$ cat config.mk
export PLATFORM = sky130hd
export DESIGN_NAME = decode_stage
export DESIGN_NICKNAME = d
export VERILOG_FILES = /design/src/rtl/decode_stage.sv
export SDC_FILE = /design/constraint.sdc
export NUM_CORES = 2
export LEC_CHECK = 0
export CAP_MARGIN = 40
export CORE_ASPECT_RATIO = 0.8
export CORE_MARGIN = 2
export CORE_UTILIZATION = 32
export DETAILED_ROUTE_END_ITERATION = 12
export PLACE_DENSITY = 0.49
export SLEW_MARGIN = 0
export SYNTH_ARGS = -nofsm -noshare
export SYNTH_HDL_FRONTEND = slang
export SYNTH_SLANG_ARGS = --single-unit
$ cat constraint.sdc
create_clock -name clk -period 83.2 [get_ports clk]
set_input_delay 8.32 -clock clk [delete_from_list [all_inputs] [get_ports clk]]
set_output_delay 8.32 -clock clk [all_outputs]
set_load 0.03 [all_outputs]
$ cat src/rtl/decode_stage.sv
// Y86-64 decode/write-back: register file, src/dst IDs, operand forwarding, E pipeline register; 1-cycle D->E, d_srcA/B combinational.
// No backpressure: E never stalls, hazard control squashes via E_bubble. Forwarding chain enabled by `define DECODE_FWD_EN.
module decode_stage #(
    parameter int         WORD   = 64,
    parameter int         NREG   = 15,
    parameter logic [3:0] RSP_ID = 4'd4
) (
    input  logic            clk,
    input  logic            rst,
    input  logic [3:0]      D_stat,
    input  logic [3:0]      D_icode,
    input  logic [3:0]      D_ifun,
    input  logic [3:0]      D_rA,
    input  logic [3:0]      D_rB,
    input  logic [WORD-1:0] D_valC,
    input  logic [WORD-1:0] D_valP,
    input  logic            E_bubble,
    input  logic [3:0]      e_dstE,
    input  logic [WORD-1:0] e_valE,
    input  logic [3:0]      M_dstE,
    input  logic [WORD-1:0] M_valE,
    input  logic [3:0]      M_dstM,
    input  logic [WORD-1:0] m_valM,
    input  logic [3:0]      W_dstE,
    input  logic [WORD-1:0] W_valE,
    input  logic [3:0]      W_dstM,
    input  logic [WORD-1:0] W_valM,
    output logic [3:0]      d_srcA,
    output logic [3:0]      d_srcB,
    output logic [3:0]      E_stat,
    output logic [3:0]      E_icode,
    output logic [3:0]      E_ifun,
    output logic [WORD-1:0] E_valC,
    output logic [WORD-1:0] E_valA,
    output logic [WORD-1:0] E_valB,
    output logic [3:0]      E_dstE,
    output logic [3:0]      E_dstM,
    output logic [3:0]      E_srcA,
    output logic [3:0]      E_srcB
);

    localparam logic [3:0] RNONE    = 4'hF;
    localparam logic [3:0] S_AOK    = 4'h1;
    localparam logic [3:0] I_NOP    = 4'h1;
    localparam logic [3:0] I_RRMOVQ = 4'h2;
    localparam logic [3:0] I_IRMOVQ = 4'h3;
    localparam logic [3:0] I_RMMOVQ = 4'h4;
    localparam logic [3:0] I_MRMOVQ = 4'h5;
    localparam logic [3:0] I_OPQ    = 4'h6;
    localparam logic [3:0] I_JXX    = 4'h7;
    localparam logic [3:0] I_CALL   = 4'h8;
    localparam logic [3:0] I_RET    = 4'h9;
    localparam logic [3:0] I_PUSHQ  = 4'hA;
    localparam logic [3:0] I_POPQ   = 4'hB;

    typedef struct packed {
        logic [3:0]      stat;
        logic [3:0]      icode;
        logic [3:0]      ifun;
        logic [WORD-1:0] valC;
        logic [WORD-1:0] valA;
        logic [WORD-1:0] valB;
        logic [3:0]      dstE;
        logic [3:0]      dstM;
        logic [3:0]      srcA;
        logic [3:0]      srcB;
    } eReg_t;

    logic [3:0]      srcA, srcB, dstE, dstM;
    logic [WORD-1:0] regFile [NREG];
    logic [WORD-1:0] rfA, rfB, fwdA, fwdB, valA;
    eReg_t           eReg, eNext, eNop;

    always_comb begin
        srcA = RNONE;
        srcB = RNONE;
        dstE = RNONE;
        dstM = RNONE;
        case (D_icode)
            I_RRMOVQ, I_RMMOVQ, I_OPQ, I_PUSHQ: srcA = D_rA;
            I_RET, I_POPQ:                      srcA = RSP_ID;
            default:                            srcA = RNONE;
        endcase
        case (D_icode)
            I_RMMOVQ, I_MRMOVQ, I_OPQ:          srcB = D_rB;
            I_CALL, I_RET, I_PUSHQ, I_POPQ:     srcB = RSP_ID;
            default:                            srcB = RNONE;
        endcase
        // cmov always names rB here; execute cancels the write when the condition fails
        case (D_icode)
            I_RRMOVQ, I_IRMOVQ, I_OPQ:          dstE = D_rB;
            I_CALL, I_RET, I_PUSHQ, I_POPQ:     dstE = RSP_ID;
            default:                            dstE = RNONE;
        endcase
        case (D_icode)
            I_MRMOVQ, I_POPQ:                   dstM = D_rA;
            default:                            dstM = RNONE;
        endcase
    end

    assign d_srcA = srcA;
    assign d_srcB = srcB;

    // Asynchronous reads see pre-edge contents; same-cycle W data arrives only via forwarding
    assign rfA = (srcA == RNONE) ? '0 : regFile[srcA];
    assign rfB = (srcB == RNONE) ? '0 : regFile[srcB];

`ifdef DECODE_FWD_EN
    logic [3:0]      fwdId  [5];
    logic [WORD-1:0] fwdVal [5];

    // Index 0 is the youngest producer and has highest priority
    assign fwdId[0] = e_dstE;  assign fwdVal[0] = e_valE;
    assign fwdId[1] = M_dstM;  assign fwdVal[1] = m_valM;
    assign fwdId[2] = M_dstE;  assign fwdVal[2] = M_valE;
    assign fwdId[3] = W_dstM;  assign fwdVal[3] = W_valM;
    assign fwdId[4] = W_dstE;  assign fwdVal[4] = W_valE;

    always_comb begin
        fwdA = rfA;
        fwdB = rfB;
        for (int i = 4; i >= 0; i--) begin
            if (srcA != RNONE && srcA == fwdId[i]) fwdA = fwdVal[i];
            if (srcB != RNONE && srcB == fwdId[i]) fwdB = fwdVal[i];
        end
    end
`else
    logic unusedFwd;
    assign unusedFwd = ^{e_dstE, e_valE, M_dstE, M_valE, M_dstM, m_valM};
    assign fwdA = rfA;
    assign fwdB = rfB;
`endif

    assign valA = (D_icode == I_JXX || D_icode == I_CALL) ? D_valP : fwdA;

    always_ff @(posedge clk or posedge rst) begin
        if (rst) begin
            for (int i = 0; i < NREG; i++) regFile[i] <= '0;
        end else begin
            if (W_dstE != RNONE) regFile[W_dstE] <= W_valE;
            // Issued second so valM wins when both ports target the same register
            if (W_dstM != RNONE) regFile[W_dstM] <= W_valM;
        end
    end

    always_comb begin
        eNop       = '0;
        eNop.stat  = S_AOK;
        eNop.icode = I_NOP;
        eNop.dstE  = RNONE;
        eNop.dstM  = RNONE;
        eNop.srcA  = RNONE;
        eNop.srcB  = RNONE;

        eNext       = '0;
        eNext.stat  = D_stat;
        eNext.icode = D_icode;
        eNext.ifun  = D_ifun;
        eNext.valC  = D_valC;
        eNext.valA  = valA;
        eNext.valB  = fwdB;
        eNext.dstE  = dstE;
        eNext.dstM  = dstM;
        eNext.srcA  = srcA;
        eNext.srcB  = srcB;
    end

    always_ff @(posedge clk or posedge rst) begin
        if (rst) begin
            eReg <= eNop;
        end else if (E_bubble) begin
            eReg <= eNop;
        end else begin
            eReg <= eNext;
        end
    end

    assign E_stat  = eReg.stat;
    assign E_icode = eReg.icode;
    assign E_ifun  = eReg.ifun;
    assign E_valC  = eReg.valC;
    assign E_valA  = eReg.valA;
    assign E_valB  = eReg.valB;
    assign E_dstE  = eReg.dstE;
    assign E_dstM  = eReg.dstM;
    assign E_srcA  = eReg.srcA;
    assign E_srcB  = eReg.srcB;

endmodule

==> qor.yml <==
outcome:
  outcome: "finished clean"
die:
  die_width_um: 517
  core-area_um2: 209000
  rows: 150
  die_h_um: 415
  io_pins: 719
  start_util: 0.322
  die_area_um2: 214000
global_routing:
  grt_max_degree: 157
  grt_usage: 0.301
  grt_remaining_overflow: 0
  grt_pass1_vias: 62900
  grt_pass1_wl_um: 474000
  antenna_found_initial: 41
sta:
  fin_crit_sh: 0.246
  worst_slew_pin_slew_ns: 1.19
  max_freq_ghz: 0.0488
  finClkSkew_ns: 0.0397
  final.setup.tns_ns: 0
  hold_viol_final: 0
  slew_viol_final: 0
  rsz0062_at_grt: "false"
  setup_violations: 0
  slew_headroom: 0.209
  min_period_ns: 20.49
setup_path:
  worstSetupPathType: "input pin to output pin"
  rrSetupSlack_ns: 81.28
  cp.arrival_ns: 12.17
  cp-end-kind: "output pin"
  crit_required_ns: 74.88
  crit_path_max_fanout: 41
  rr_worst_depth: 4
  startpoint_type: "input pin"
  r2r-start: "regFile[828]$_DFF_PP0_"
  reg2reg_to: "E_valB[60]$_DFF_PP0_"
logic_synthesis:
  synth_area_leaders: "dfrtp_1, mux2i_1, nand2_1"
  yosysMostFrequentCell: "nand2_1"
  syn_inst: 7837
  synth_seq_area_share: 0.438
  synthArstFlopShare: 1.00
  postSynthAreaPerCell_um2: 8.60
  synth_top_area_cell: "dfrtp_1"
  synth_fp_nets: 8328
  netlist.area_leader.share: 0.431
  synth_cell_types: 70
  synth-edff-count: 0
  synth_top_cells_by_count: "nand2_1, dfrtp_1, mux2i_1, a21oi_1, o21ai_0"
  synthesis.area_um2: 67400
  ys_ff_latch: 1180
  yosysWarnings: 0
  ys.flop_type: "dfrtp_1"
clocking:
  ctsHoldBuffers: 0
  cts-root-buf: "clkbuf_16"
  post-cts-setup-buffers: 0
  numCtsBuffers: 142
  cts_tree: "done"
  cts-resized-gates: 0
  clkSinkCount: 1180
  clockBufferDepth: 3
  cts_htree_levels: 4
  clkTransAtPathRegs_ns: 0.06
  clkLatencyLatePin_ns: 0.82
place:
  place_inst: 10500
  place_congestion: 0.847
  dp_hpwl_um: 189000
  placed_cell_area_um2: 75600
  port_buffers: 514
finish:
  n_fill_cell: 20900
  fin_area_um2: 80300
  drive_gt1_frac: 0.0659
  finalNetCount: 8315
  fin_util: 0.384
  regArea_um2: 29600
  finalNonFillerCells: 10800
  syn_to_final_growth_pct: 19.1
  multi_input_area_um2: 34700
min_path:
  hold_start: "regFile[131]$_DFF_PP0_"
  hold_path_depth: 2
  hold_path_end: "regFile[131]$_DFF_PP0_"
  hold_path_class: "flip-flop to flip-flop"
power:
  ir_drop_v: 0.0000235
  p_per_area_nw_per_um2: 22.6
  p_leak_uw: 0.0349
routing:
  viasPerCell: 6.16
  wl_per_cell_um: 31.0
  num_vias: 66300
  first_iter_violations: 10400
  wl_um: 333000
  drc: 0
  dr.pass1.iters: 6
  postRouteAntennaNets: 0
job:
  cap_violations: 0
[stage by stage]
step | hold slack, ns | total power (µW) | setup WS [ns]
global route | 0.608 | 1900 | 62.61
global placement | 0.560 | 1160 | 62.78
floorplan | 0.532 | 1020 | 41.67
finish | 0.595 | 1820 | 62.71
CTS | 0.589 | 1820 | 62.74
detailed placement | 0.568 | 1170 | 62.76
[sequential cells by signal, indices dropped and copies added, names as in the netlist]
name / flops
E_icode: 4
E_dstE: 4
E_valA: 64
E_srcB: 4
E_valB: 64
E_stat: 4
E_valC: 64
E_dstM: 4
E_ifun: 4
E_srcA: 4
regFile: 960
[report_power, final]
| group | total (µW) | internal [µW] | leakage, µW | switching (µW) |
|---|---|---|---|---|
| Clock | 641 | 364 | 0.00227 | 277 |
| Combinational | 399 | 160 | 0.0183 | 239 |
| Sequential | 777 | 684 | 0.0143 | 92.8 |
[worst max-delay path, stage by stage]
cell	delay (ns)
clkdlybuf4s50_1	0.84
o21bai_4	0.49
or3_4	0.81
nand2_1	0.36
inv_8	0.50
clkdlybuf4s50_1	0.81
[cells in the final DEF (no fill, tap or decap), drive strengths merged, types with 6 or more instances in the layout]
cell type,n
nand2b,10
and3,12
a21o,125
a41oi,60
clkbuf,208
o311a,61
dfrtp,1162
nor2b,114
diode,16
buf,202
and2,34
mux2i,842
clkinv,25
nand3,263
o21ai,831
dfstp,18
a221oi,191
nor2,492
clkdlybuf4s50,513
o22ai,60
or2,11
a22oi,123
bufinv,6
nor4,130
nand2,1218
nor3,74
a21oi,828
a211oi,175
inv,25
a221o,68
[worst max path at each step]
stage	start	endpoint	slack, ns	cells past startpoint
floorplan	rst	E_icode[1]$_DFF_PP0_	41.67	1
global placement	D_icode[1]	d_srcA[1]	62.78	6
detailed placement	D_icode[1]	d_srcA[1]	62.76	6
CTS	D_icode[1]	d_srcA[1]	62.74	6
global route	D_icode[1]	d_srcA[1]	62.61	6
finish	D_icode[1]	d_srcA[1]	62.71	6
[logic make-up after synthesis]
| group | count (synthesis) | share of synthesized area |
|---|---|---|
| AOI/OAI and AO/OA | 2555 | 0.233 |
| DFF | 1180 | 0.438 |
| buffers and inverters | 891 | 0.0533 |
| muxes | 844 | 0.125 |
| and+or+nand+nor | 2367 | 0.151 |
[area by class of cell]
type	instances	share of cell area
Multi-Input combinational cell	5766	0.432
Sequential cell	1180	0.368
Timing Repair Buffer	719	0.0971
Clock buffer	208	0.0514
Tap cell	2812	0.0438
Clock inverter	45	0.00620
Inverter	15	0.00118
Antenna cell	16	0.000499
[routing by layer]
| metal | up-vias | GRT usage | share of wire | wire (µm) |
|---|---|---|---|---|
| met4 | 34 | 0.129 | 0.047 | 15500 |
| met2 | 4690 | 0.449 | 0.43 | 145000 |
| met3 | 962 | 0.0769 | 0.11 | 37500 |
| met1 | 32500 | 0.411 | 0.41 | 136000 |
| li1 | 28100 | - | - | - |
| met5 | - | 0 | 0.00071 | 238 |
Note: power is estimated with default switching activity, not from simulation.
